[config.mk]
export PLATFORM = sky130hd
export DESIGN_NAME = ov5640_dvp_tx
export DESIGN_NICKNAME = d
export VERILOG_FILES = /design/src/rtl/ov5640_pkg.sv /design/src/rtl/dvp_timing_gen.sv /design/src/rtl/ov5640_dvp_tx.sv
export SDC_FILE = /design/constraint.sdc
export NUM_CORES = 1
export LEC_CHECK = 0
export CAP_MARGIN = 10
export CORE_MARGIN = 2
export CORE_UTILIZATION = 33
export DETAILED_ROUTE_END_ITERATION = 7
export SYNTH_ARGS = -nofsm -noshare
export SYNTH_HDL_FRONTEND = slang
export SYNTH_SLANG_ARGS = --single-unit
[constraint.sdc]
create_clock -name pclk -period 2.75 [get_ports pclk]
set_input_delay 0.55 -clock pclk [delete_from_list [all_inputs] [get_ports pclk]]
set_output_delay 0.55 -clock pclk [all_outputs]
set_load 0.05 [all_outputs]
[src/rtl/ov5640_pkg.sv]
// Shared timing defaults, FSM state encoding and pixel packing for the OV5640 DVP transmitter.
package ov5640_pkg;

  localparam int DEF_H_ACTIVE    = 640;
  localparam int DEF_V_ACTIVE    = 480;
  localparam int DEF_H_BLANK     = 144;
  localparam int DEF_VSYNC_LINES = 4;
  localparam int DEF_V_BACK      = 16;
  localparam int DEF_V_FRONT     = 8;

  typedef enum logic [2:0] {
    ST_IDLE,
    ST_VSYNC,
    ST_VBACK,
    ST_ACTIVE,
    ST_VFRONT
  } dvp_state_t;

  // Returns {byte0, byte1}: byte0 = {R[7:3], G[7:5]}, byte1 = {G[4:2], B[7:3]}.
  function automatic logic [15:0] rgb888_to_565_bytes(input logic [23:0] rgb);
    return {rgb[23:19], rgb[15:13], rgb[12:10], rgb[7:3]};
  endfunction

  function automatic int max4(input int a, input int b, input int c, input int d);
    int m;
    m = a;
    if (b > m) m = b;
    if (c > m) m = c;
    if (d > m) m = d;
    return m;
  endfunction

endpackage

[src/rtl/dvp_timing_gen.sv]
// Line/frame counters and phase FSM; strobes describe the cycle the output registers load next.
module dvp_timing_gen
  import ov5640_pkg::*;
#(
  parameter int H_ACTIVE    = DEF_H_ACTIVE,
  parameter int V_ACTIVE    = DEF_V_ACTIVE,
  parameter int H_BLANK     = DEF_H_BLANK,
  parameter int VSYNC_LINES = DEF_VSYNC_LINES,
  parameter int V_BACK      = DEF_V_BACK,
  parameter int V_FRONT     = DEF_V_FRONT
) (
  input  logic i_pclk,
  input  logic i_reset,
  input  logic i_enable,
  output logic o_vsync_nxt,
  output logic o_href_nxt,
  output logic o_byte0_nxt,
  output logic o_byte1_nxt,
  output logic o_first_pix_nxt,
  output logic o_last_pix_nxt,
  output logic o_frame_done_nxt,
  output logic o_vback
);

  localparam int LP   = 2 * H_ACTIVE + H_BLANK;
  localparam int HW   = (LP > 1) ? $clog2(LP) : 1;
  localparam int VMAX = max4(VSYNC_LINES, V_BACK, V_ACTIVE, V_FRONT);
  localparam int VW   = (VMAX > 1) ? $clog2(VMAX) : 1;

  localparam logic [HW-1:0] H_LAST   = HW'(LP - 1);
  localparam logic [HW-1:0] HREF_END = HW'(2 * H_ACTIVE);
  localparam logic [HW-1:0] LAST_B0  = HW'(2 * H_ACTIVE - 2);
  localparam logic [VW-1:0] VS_LAST  = VW'(VSYNC_LINES - 1);
  localparam logic [VW-1:0] VB_LAST  = VW'(V_BACK - 1);
  localparam logic [VW-1:0] VA_LAST  = VW'(V_ACTIVE - 1);
  localparam logic [VW-1:0] VF_LAST  = VW'(V_FRONT - 1);

  dvp_state_t    r_state, w_state_nxt;
  logic [HW-1:0] r_hcnt, w_hcnt_nxt;
  logic [VW-1:0] r_vcnt, w_vcnt_nxt;
  logic [VW-1:0] w_phase_last;
  logic          w_href_nxt;

  always_ff @(posedge i_pclk or posedge i_reset) begin
    if (i_reset) begin
      r_state <= ST_IDLE;
      r_hcnt  <= '0;
      r_vcnt  <= '0;
    end else begin
      r_state <= w_state_nxt;
      r_hcnt  <= w_hcnt_nxt;
      r_vcnt  <= w_vcnt_nxt;
    end
  end

  always_comb begin
    w_phase_last = VS_LAST;
    case (r_state)
      ST_VBACK:  w_phase_last = VB_LAST;
      ST_ACTIVE: w_phase_last = VA_LAST;
      ST_VFRONT: w_phase_last = VF_LAST;
      default:   w_phase_last = VS_LAST;
    endcase
  end

  always_comb begin
    w_state_nxt = r_state;
    w_hcnt_nxt  = r_hcnt;
    w_vcnt_nxt  = r_vcnt;
    if (r_state == ST_IDLE) begin
      w_hcnt_nxt = '0;
      w_vcnt_nxt = '0;
      if (i_enable) w_state_nxt = ST_VSYNC;
    end else if (r_hcnt != H_LAST) begin
      w_hcnt_nxt = r_hcnt + HW'(1);
    end else begin
      w_hcnt_nxt = '0;
      if (r_vcnt != w_phase_last) begin
        w_vcnt_nxt = r_vcnt + VW'(1);
      end else begin
        w_vcnt_nxt = '0;
        case (r_state)
          ST_VSYNC:  w_state_nxt = ST_VBACK;
          ST_VBACK:  w_state_nxt = ST_ACTIVE;
          ST_ACTIVE: w_state_nxt = ST_VFRONT;
          ST_VFRONT: w_state_nxt = i_enable ? ST_VSYNC : ST_IDLE;
          default:   w_state_nxt = ST_IDLE;
        endcase
      end
    end
  end

  // Even hcnt within the href window is byte0 of a pixel, odd is byte1.
  assign w_href_nxt       = (w_state_nxt == ST_ACTIVE) && (w_hcnt_nxt < HREF_END);
  assign o_vsync_nxt      = (w_state_nxt == ST_VSYNC);
  assign o_href_nxt       = w_href_nxt;
  assign o_byte0_nxt      = w_href_nxt && !w_hcnt_nxt[0];
  assign o_byte1_nxt      = w_href_nxt && w_hcnt_nxt[0];
  assign o_first_pix_nxt  = w_href_nxt && (w_hcnt_nxt == '0) && (w_vcnt_nxt == '0);
  assign o_last_pix_nxt   = w_href_nxt && (w_hcnt_nxt == LAST_B0);
  assign o_frame_done_nxt = (w_state_nxt == ST_VFRONT) && (w_vcnt_nxt == VF_LAST) &&
                            (w_hcnt_nxt == H_LAST);
  assign o_vback          = (r_state == ST_VBACK);

endmodule

[src/rtl/ov5640_dvp_tx.sv]
// AXI4-Stream RGB888 to OV5640-style DVP (VSYNC/HREF/D, RGB565 two bytes per pixel).
// Stream fetch, byte mux and SOF/EOL checking; frame timing lives in dvp_timing_gen.
module ov5640_dvp_tx
  import ov5640_pkg::*;
#(
  parameter int H_ACTIVE    = DEF_H_ACTIVE,
  parameter int V_ACTIVE    = DEF_V_ACTIVE,
  parameter int H_BLANK     = DEF_H_BLANK,
  parameter int VSYNC_LINES = DEF_VSYNC_LINES,
  parameter int V_BACK      = DEF_V_BACK,
  parameter int V_FRONT     = DEF_V_FRONT
) (
  input  logic        pclk,
  input  logic        reset,
  input  logic        enable,
  input  logic        clr_status,
  input  logic [31:0] s_axis_tdata,
  input  logic        s_axis_tvalid,
  output logic        s_axis_tready,
  input  logic        s_axis_tuser,
  input  logic        s_axis_tlast,
  output logic        dvp_vsync,
  output logic        dvp_href,
  output logic [7:0]  dvp_d,
  output logic        frame_done,
  output logic        underflow,
  output logic        sync_err
);

  logic        w_vsync_nxt, w_href_nxt, w_byte0_nxt, w_byte1_nxt;
  logic        w_first_pix, w_last_pix, w_frame_done_nxt, w_vback;
  logic        w_fetch, w_discard, w_take, w_starve, w_sync_bad;
  logic [15:0] w_pix_bytes;
  logic        w_unused_hi;

  logic        r_vsync, r_href, r_frame_done, r_underflow, r_sync_err;
  logic [7:0]  r_d, r_byte1;

  dvp_timing_gen #(
    .H_ACTIVE    (H_ACTIVE),
    .V_ACTIVE    (V_ACTIVE),
    .H_BLANK     (H_BLANK),
    .VSYNC_LINES (VSYNC_LINES),
    .V_BACK      (V_BACK),
    .V_FRONT     (V_FRONT)
  ) u_timing (
    .i_pclk           (pclk),
    .i_reset          (reset),
    .i_enable         (enable),
    .o_vsync_nxt      (w_vsync_nxt),
    .o_href_nxt       (w_href_nxt),
    .o_byte0_nxt      (w_byte0_nxt),
    .o_byte1_nxt      (w_byte1_nxt),
    .o_first_pix_nxt  (w_first_pix),
    .o_last_pix_nxt   (w_last_pix),
    .o_frame_done_nxt (w_frame_done_nxt),
    .o_vback          (w_vback)
  );

  // During back porch, non-SOF beats are drained so a misaligned stream resyncs on tuser.
  assign w_fetch       = w_byte0_nxt;
  assign w_discard     = w_vback && !w_fetch && !s_axis_tuser;
  assign s_axis_tready = w_fetch || w_discard;
  assign w_take        = w_fetch && s_axis_tvalid;
  assign w_starve      = w_fetch && !s_axis_tvalid;
  assign w_pix_bytes   = rgb888_to_565_bytes(s_axis_tdata[23:0]);
  assign w_sync_bad    = w_take && ((s_axis_tuser != w_first_pix) || (s_axis_tlast != w_last_pix));
  assign w_unused_hi   = ^s_axis_tdata[31:24];

  always_ff @(posedge pclk or posedge reset) begin
    if (reset) begin
      r_vsync      <= 1'b0;
      r_href       <= 1'b0;
      r_frame_done <= 1'b0;
      r_d          <= 8'h00;
      r_byte1      <= 8'h00;
      r_underflow  <= 1'b0;
      r_sync_err   <= 1'b0;
    end else begin
      r_vsync      <= w_vsync_nxt;
      r_href       <= w_href_nxt;
      r_frame_done <= w_frame_done_nxt;

      // A starved slot sends zeros for both bytes; the pixel is not made up later.
      if (w_fetch) begin
        r_d     <= w_take ? w_pix_bytes[15:8] : 8'h00;
        r_byte1 <= w_take ? w_pix_bytes[7:0]  : 8'h00;
      end else if (w_byte1_nxt) begin
        r_d <= r_byte1;
      end else begin
        r_d <= 8'h00;
      end

      if (w_starve)        r_underflow <= 1'b1;
      else if (clr_status) r_underflow <= 1'b0;

      if (w_sync_bad)      r_sync_err <= 1'b1;
      else if (clr_status) r_sync_err <= 1'b0;
    end
  end

  assign dvp_vsync  = r_vsync;
  assign dvp_href   = r_href;
  assign dvp_d      = r_d;
  assign frame_done = r_frame_done;
  assign underflow  = r_underflow;
  assign sync_err   = r_sync_err;

endmodule

==> report_table.html <==
<table>
<tr><th>Metric</th><th>Value</th></tr>
<tr><th colspan="2">Floorplanning</th></tr>
<tr><td>Full die area</td><td>around 0.0087 mm²</td></tr>
<tr><td>Die extent in y</td><td>between 90 and 100 µm</td></tr>
<tr><td>Horizontal extent of the die</td><td>between 90 and 100 µm</td></tr>
<tr><td>Initial core utilization</td><td>34.0%</td></tr>
<tr><td>Standard cell core area</td><td>0.00773 mm²</td></tr>
<tr><td>Number of placement rows</td><td>32</td></tr>
<tr><td>Number of ports placed on the die boundary</td><td>53</td></tr>
<tr><th colspan="2">Worst setup path</th></tr>
<tr><td>Register-to-Register Path Depth</td><td>8</td></tr>
<tr><td>Beginning of the worst register-to-register path</td><td>u_timing.r_vcnt[6]$_DFF_PP0_</td></tr>
<tr><td>Worst setup SP type</td><td>register</td></tr>
<tr><td>Type of destination of the critical path</td><td>output port</td></tr>
<tr><td>Worst setup endpoint</td><td>s_axis_tready</td></tr>
<tr><td>Data required time at the worst endpoint</td><td>approximately 2200 ps</td></tr>
<tr><td>Capturing point of the worst reg2reg path</td><td>sync_err$_DFFE_PP0P_</td></tr>
<tr><td>Maximum fanout along the worst path</td><td>2</td></tr>
<tr><td>Class of the most critical setup path</td><td>reg2out</td></tr>
<tr><td>Arrival time at the worst endpoint</td><td>about 2300 ps</td></tr>
<tr><td>CP Launch Point</td><td>u_timing.r_vcnt[6]$_DFF_PP0_</td></tr>
<tr><td>Worst R2R Setup Slack</td><td>-10 ps</td></tr>
<tr><th colspan="2">Power and ir drop</th></tr>
<tr><td>Switch share</td><td>around a third</td></tr>
<tr><td>Net Switching</td><td>0.553 mW</td></tr>
<tr><td>Power consumption</td><td>1.65 mW</td></tr>
<tr><td>Peak supply drop</td><td>between 200 and 250 µV</td></tr>
<tr><td>Sequential cell fraction of total power</td><td>roughly 44%</td></tr>
<tr><td>Power density normalized to cell area</td><td>approximately 440 mW/mm²</td></tr>
<tr><td>Leak Pwr</td><td>between 1.5 and 2 nW</td></tr>
<tr><td>Relative contribution of the clock network to total power</td><td>between 20% and 30%</td></tr>
<tr><td>Combinational power share</td><td>29.9%</td></tr>
<tr><td>Cell internal pwr</td><td>around 1.1 mW</td></tr>
<tr><th colspan="2">CTS</th></tr>
<tr><td>Clk slew on worst S/H paths</td><td>~100 ps</td></tr>
<tr><td>TritonCTS buffer count</td><td>5</td></tr>
<tr><td>CTS tree</td><td>done</td></tr>
<tr><td>Number of sinks on the clock net</td><td>44</td></tr>
<tr><td>Total number of H-tree levels</td><td>2</td></tr>
<tr><td>Cts hold-fix bufs</td><td>0</td></tr>
<tr><td>Max clock buf depth</td><td>2</td></tr>
<tr><td>Skew-Pair Late Insertion Delay</td><td>310 ps</td></tr>
<tr><td>Cell at the root of the clock tree</td><td>sky130_fd_sc_hd__clkbuf_8</td></tr>
<tr><th colspan="2">Route</th></tr>
<tr><td>Final routed DRC violation total</td><td>0</td></tr>
<tr><td>DRC violation total after the first TritonRoute iteration</td><td>75</td></tr>
<tr><td>Number of iterations in the first detailed-routing pass</td><td>4</td></tr>
<tr><td>Overall routed net length</td><td>a little under 7000 µm</td></tr>
<tr><td>Vias per inst</td><td>5.06</td></tr>
<tr><td>Antenna Nets Post-Route</td><td>0</td></tr>
<tr><td>Per-cell routed wire length</td><td>~14 µm</td></tr>
<tr><td>Total via count in the routed design</td><td>around 2400</td></tr>
<tr><th colspan="2">Outcome</th></tr>
<tr><td>Violated checks</td><td>setup timing</td></tr>
<tr><td>Status</td><td>finished with violations</td></tr>
<tr><th colspan="2">GRT</th></tr>
<tr><td>Via count of the first global-routing pass</td><td>about 2400</td></tr>
<tr><td>Overflow left after global routing</td><td>0</td></tr>
<tr><td>Number of antenna violations at the first check in global routing</td><td>0</td></tr>
<tr><td>Wire length of the first global-routing pass</td><td>between 10000 and 15000 µm</td></tr>
<tr><td>Aggregate global-route resource usage</td><td>between 10% and 20%</td></tr>
<tr><td>Largest net degree at the start of global routing</td><td>45</td></tr>
<tr><th colspan="2">Yosys</th></tr>
<tr><td>Number of enable-type register cells in the synthesized netlist</td><td>0</td></tr>
<tr><td>Average footprint of a synthesized cell</td><td>9.03 µm²</td></tr>
<tr><td>Register area share after synthesis</td><td>a little over two fifths</td></tr>
<tr><td>Warnings, synthesis</td><td>0</td></tr>
<tr><td>Async S/R FF share, synth</td><td>100%</td></tr>
<tr><td>Flip-flop and latch count after synthesis</td><td>between 40 and 50</td></tr>
<tr><td>Post-Syn Instances</td><td>a little under 300</td></tr>
<tr><td>Number of library cell types mapped by synthesis</td><td>64</td></tr>
<tr><td>Synthesized Nets</td><td>about 330</td></tr>
<tr><td>Netlist area before placement</td><td>0.00263 mm²</td></tr>
<tr><td>Most common flop cell mapped by yosys</td><td>sky130_fd_sc_hd__dfrtp_1</td></tr>
<tr><th colspan="2">Timing</th></tr>
<tr><td>Final critical delay including setup and external delays</td><td>2850 ps</td></tr>
<tr><td>Final setup violation count</td><td>2</td></tr>
<tr><td>Worst clock skew on the final layout</td><td>13.2 ps</td></tr>
<tr><td>Worst Setup Slack, final</td><td>-104 ps</td></tr>
<tr><td>Slew at the pin closest to its max-slew limit</td><td>570 ps</td></tr>
<tr><td>Total negative slack</td><td>-116 ps</td></tr>
<tr><td>Slew Viols, Final</td><td>0</td></tr>
<tr><td>Fmax</td><td>about 0.35 GHz</td></tr>
<tr><td>RSZ-0062 raised after global routing</td><td>true</td></tr>
<tr><td>Final Hold Viols</td><td>0</td></tr>
<tr><td>Relative slew slack</td><td>62.0%</td></tr>
<tr><td>Period utilization</td><td>104%</td></tr>
<tr><th colspan="2">Cells and area</th></tr>
<tr><td>Area growth from synthesis to layout</td><td>43.3%</td></tr>
<tr><td>Nets</td><td>around 420</td></tr>
<tr><td>Count of antenna diodes in the layout</td><td>0</td></tr>
<tr><td>Layout Cell Area excl Fill</td><td>approximately 0.0038 mm²</td></tr>
<tr><td>Fraction of final layout cells with drive strength greater than 1</td><td>28.1%</td></tr>
<tr><td>Final cell utilization of the core</td><td>between 40% and 50%</td></tr>
<tr><th colspan="2">Run</th></tr>
<tr><td>Count of max-cap constraint violations</td><td>0</td></tr>
<tr><th colspan="2">Placement</th></tr>
<tr><td>HPWL after detailed placement</td><td>about 5100 µm</td></tr>
<tr><td>Total placed instance area</td><td>between 0.003 and 0.004 mm²</td></tr>
<tr><td>Final weighted congestion of routability-driven global placement</td><td>0.826</td></tr>
<tr><td>IO Port Bufs</td><td>36</td></tr>
<tr><th colspan="2">Worst hold path</th></tr>
<tr><td>Hold Path Depth</td><td>2</td></tr>
<tr><td>Class of the most critical hold timing path</td><td>reg2reg</td></tr>
</table>
[cell type report]
type                    instances  area, µm²
flip-flops and latches         44       1110
fillers                       729       3960
clock inverters                 3       23.8
well taps                     102        128
inverters                      12       45.0
multi-input cells             219       1530
repair buffers                 98        860
clock buffers                   5       68.8
[worst min-delay path by stage]
stage	to	start	slack (ps)
global placement	r_byte1[6]$_DFFE_PP0N_	r_byte1[6]$_DFFE_PP0N_	460
global route	r_byte1[5]$_DFFE_PP0N_	r_byte1[5]$_DFFE_PP0N_	510
CTS	r_byte1[1]$_DFFE_PP0N_	r_byte1[1]$_DFFE_PP0N_	490
finish	r_byte1[6]$_DFFE_PP0N_	r_byte1[6]$_DFFE_PP0N_	490
floorplan	r_byte1[0]$_DFFE_PP0N_	r_byte1[0]$_DFFE_PP0N_	450
detailed placement	r_byte1[1]$_DFFE_PP0N_	r_byte1[1]$_DFFE_PP0N_	470
[through the flow]
step	setup WS (ps)	instances	hold slack, ps
global route	-196	483	514
global placement	-1.01	456	463
floorplan	16.5	291	449
CTS	-156	471	492
finish	-104	483	487
detailed placement	-63.7	456	470
[layer usage]
| metal | vias up | GRT usage [%] | part of all wire [%] |
|---|---|---|---|
| met4 | 0 | 4.90 | 1.7 |
| met3 | 9 | 2.82 | 3.0 |
| met5 | - | 0 | 0 |
| li1 | 1229 | - | - |
| met1 | 1176 | 22.8 | 47 |
| met2 | 32 | 27.5 | 49 |
[cells in the final DEF (no fill, tap or decap), drive strengths merged, types with 3 or more instances in the layout]
master	instances
clkbuf	5
o31ai	5
nor2b	5
nand3	18
xor2	4
and3	4
dfrtp	44
xnor2	11
nor2	20
or4	3
buf	63
nor3b	3
o2111ai	5
a31oi	6
or3b	3
nand2	37
mux2i	3
nand4	7
nand2b	3
or3	6
nor3	6
clkdlybuf4s50	35
a21oi	19
inv	10
o21ai	19
clkinv	3
[state kept, by name, summed over array words and instances, names as in the netlist, 3 cells and up]
register,cells
r_byte1,8
u_timing.r_hcnt,11
u_timing.r_vcnt,9
u_timing.r_state,3
dvp_d,8
[repair_timing]
item                                    4_1_cts  5_1_grt
pin swaps                                     6        7
buffers inserted                              7       12
gates resized for setup                       9       13
endpoints found under the hold margin         0        0
endpoints found under the setup margin        2        3
gates cloned                                  0        0
[Yosys cell counts, types with 4 or more instances]
master / instances / area, µm²
sky130_fd_sc_hd__xnor2_1: 11 / 96.3
sky130_fd_sc_hd__nand3_1: 17 / 85.1
sky130_fd_sc_hd__nand4_1: 7 / 43.8
sky130_fd_sc_hd__o21ai_0: 18 / 90.1
sky130_fd_sc_hd__clkbuf_1: 10 / 37.5
sky130_fd_sc_hd__xor2_1: 4 / 35.0
sky130_fd_sc_hd__nor2_1: 20 / 75.1
sky130_fd_sc_hd__nor2b_1: 5 / 31.3
sky130_fd_sc_hd__inv_1: 11 / 41.3
sky130_fd_sc_hd__o2111ai_1: 5 / 43.8
sky130_fd_sc_hd__dfrtp_1: 44 / 1100
sky130_fd_sc_hd__a21oi_1: 18 / 90.1
sky130_fd_sc_hd__or3_1: 6 / 37.5
sky130_fd_sc_hd__nor3_1: 4 / 20.0
sky130_fd_sc_hd__a31oi_1: 5 / 31.3
sky130_fd_sc_hd__nand2_1: 37 / 139
[cell families after synthesis]
| kind of cell | share of synthesized area [%] |
|---|---|
| and+or+nand+nor | 28.0 |
| AOI/OAI and AO/OA | 18.0 |
| DFF | 41.9 |
| buffers and inverters | 4.48 |
| xor gates and xnor gates | 5.00 |
| muxes | 1.57 |
| adders and majority gates | 0.952 |
[worst max-delay path: stages, from the launching register on]
cell	delay, ps
sky130_fd_sc_hd__dfrtp_1	390
sky130_fd_sc_hd__or4_4	540
sky130_fd_sc_hd__mux2i_4	180
sky130_fd_sc_hd__nand4_1	190
sky130_fd_sc_hd__nor3_4	240
sky130_fd_sc_hd__o2111ai_4	170
sky130_fd_sc_hd__o31ai_4	110
sky130_fd_sc_hd__buf_12	170
[power groups by stage]
stage / combinational (mW) / clock, mW / sequential, mW
final: 0.494 / 0.428 / 0.730
after global routing: 0.556 / 0.463 / 0.738
after CTS: 0.475 / 0.447 / 0.730
after detailed placement: 0.456 / 0 / 0.742
after global placement: 0.444 / 0 / 0.739
after floorplan: 0.297 / 0 / 0.725
No activity file was read; power rests on OpenSTA's default activity.
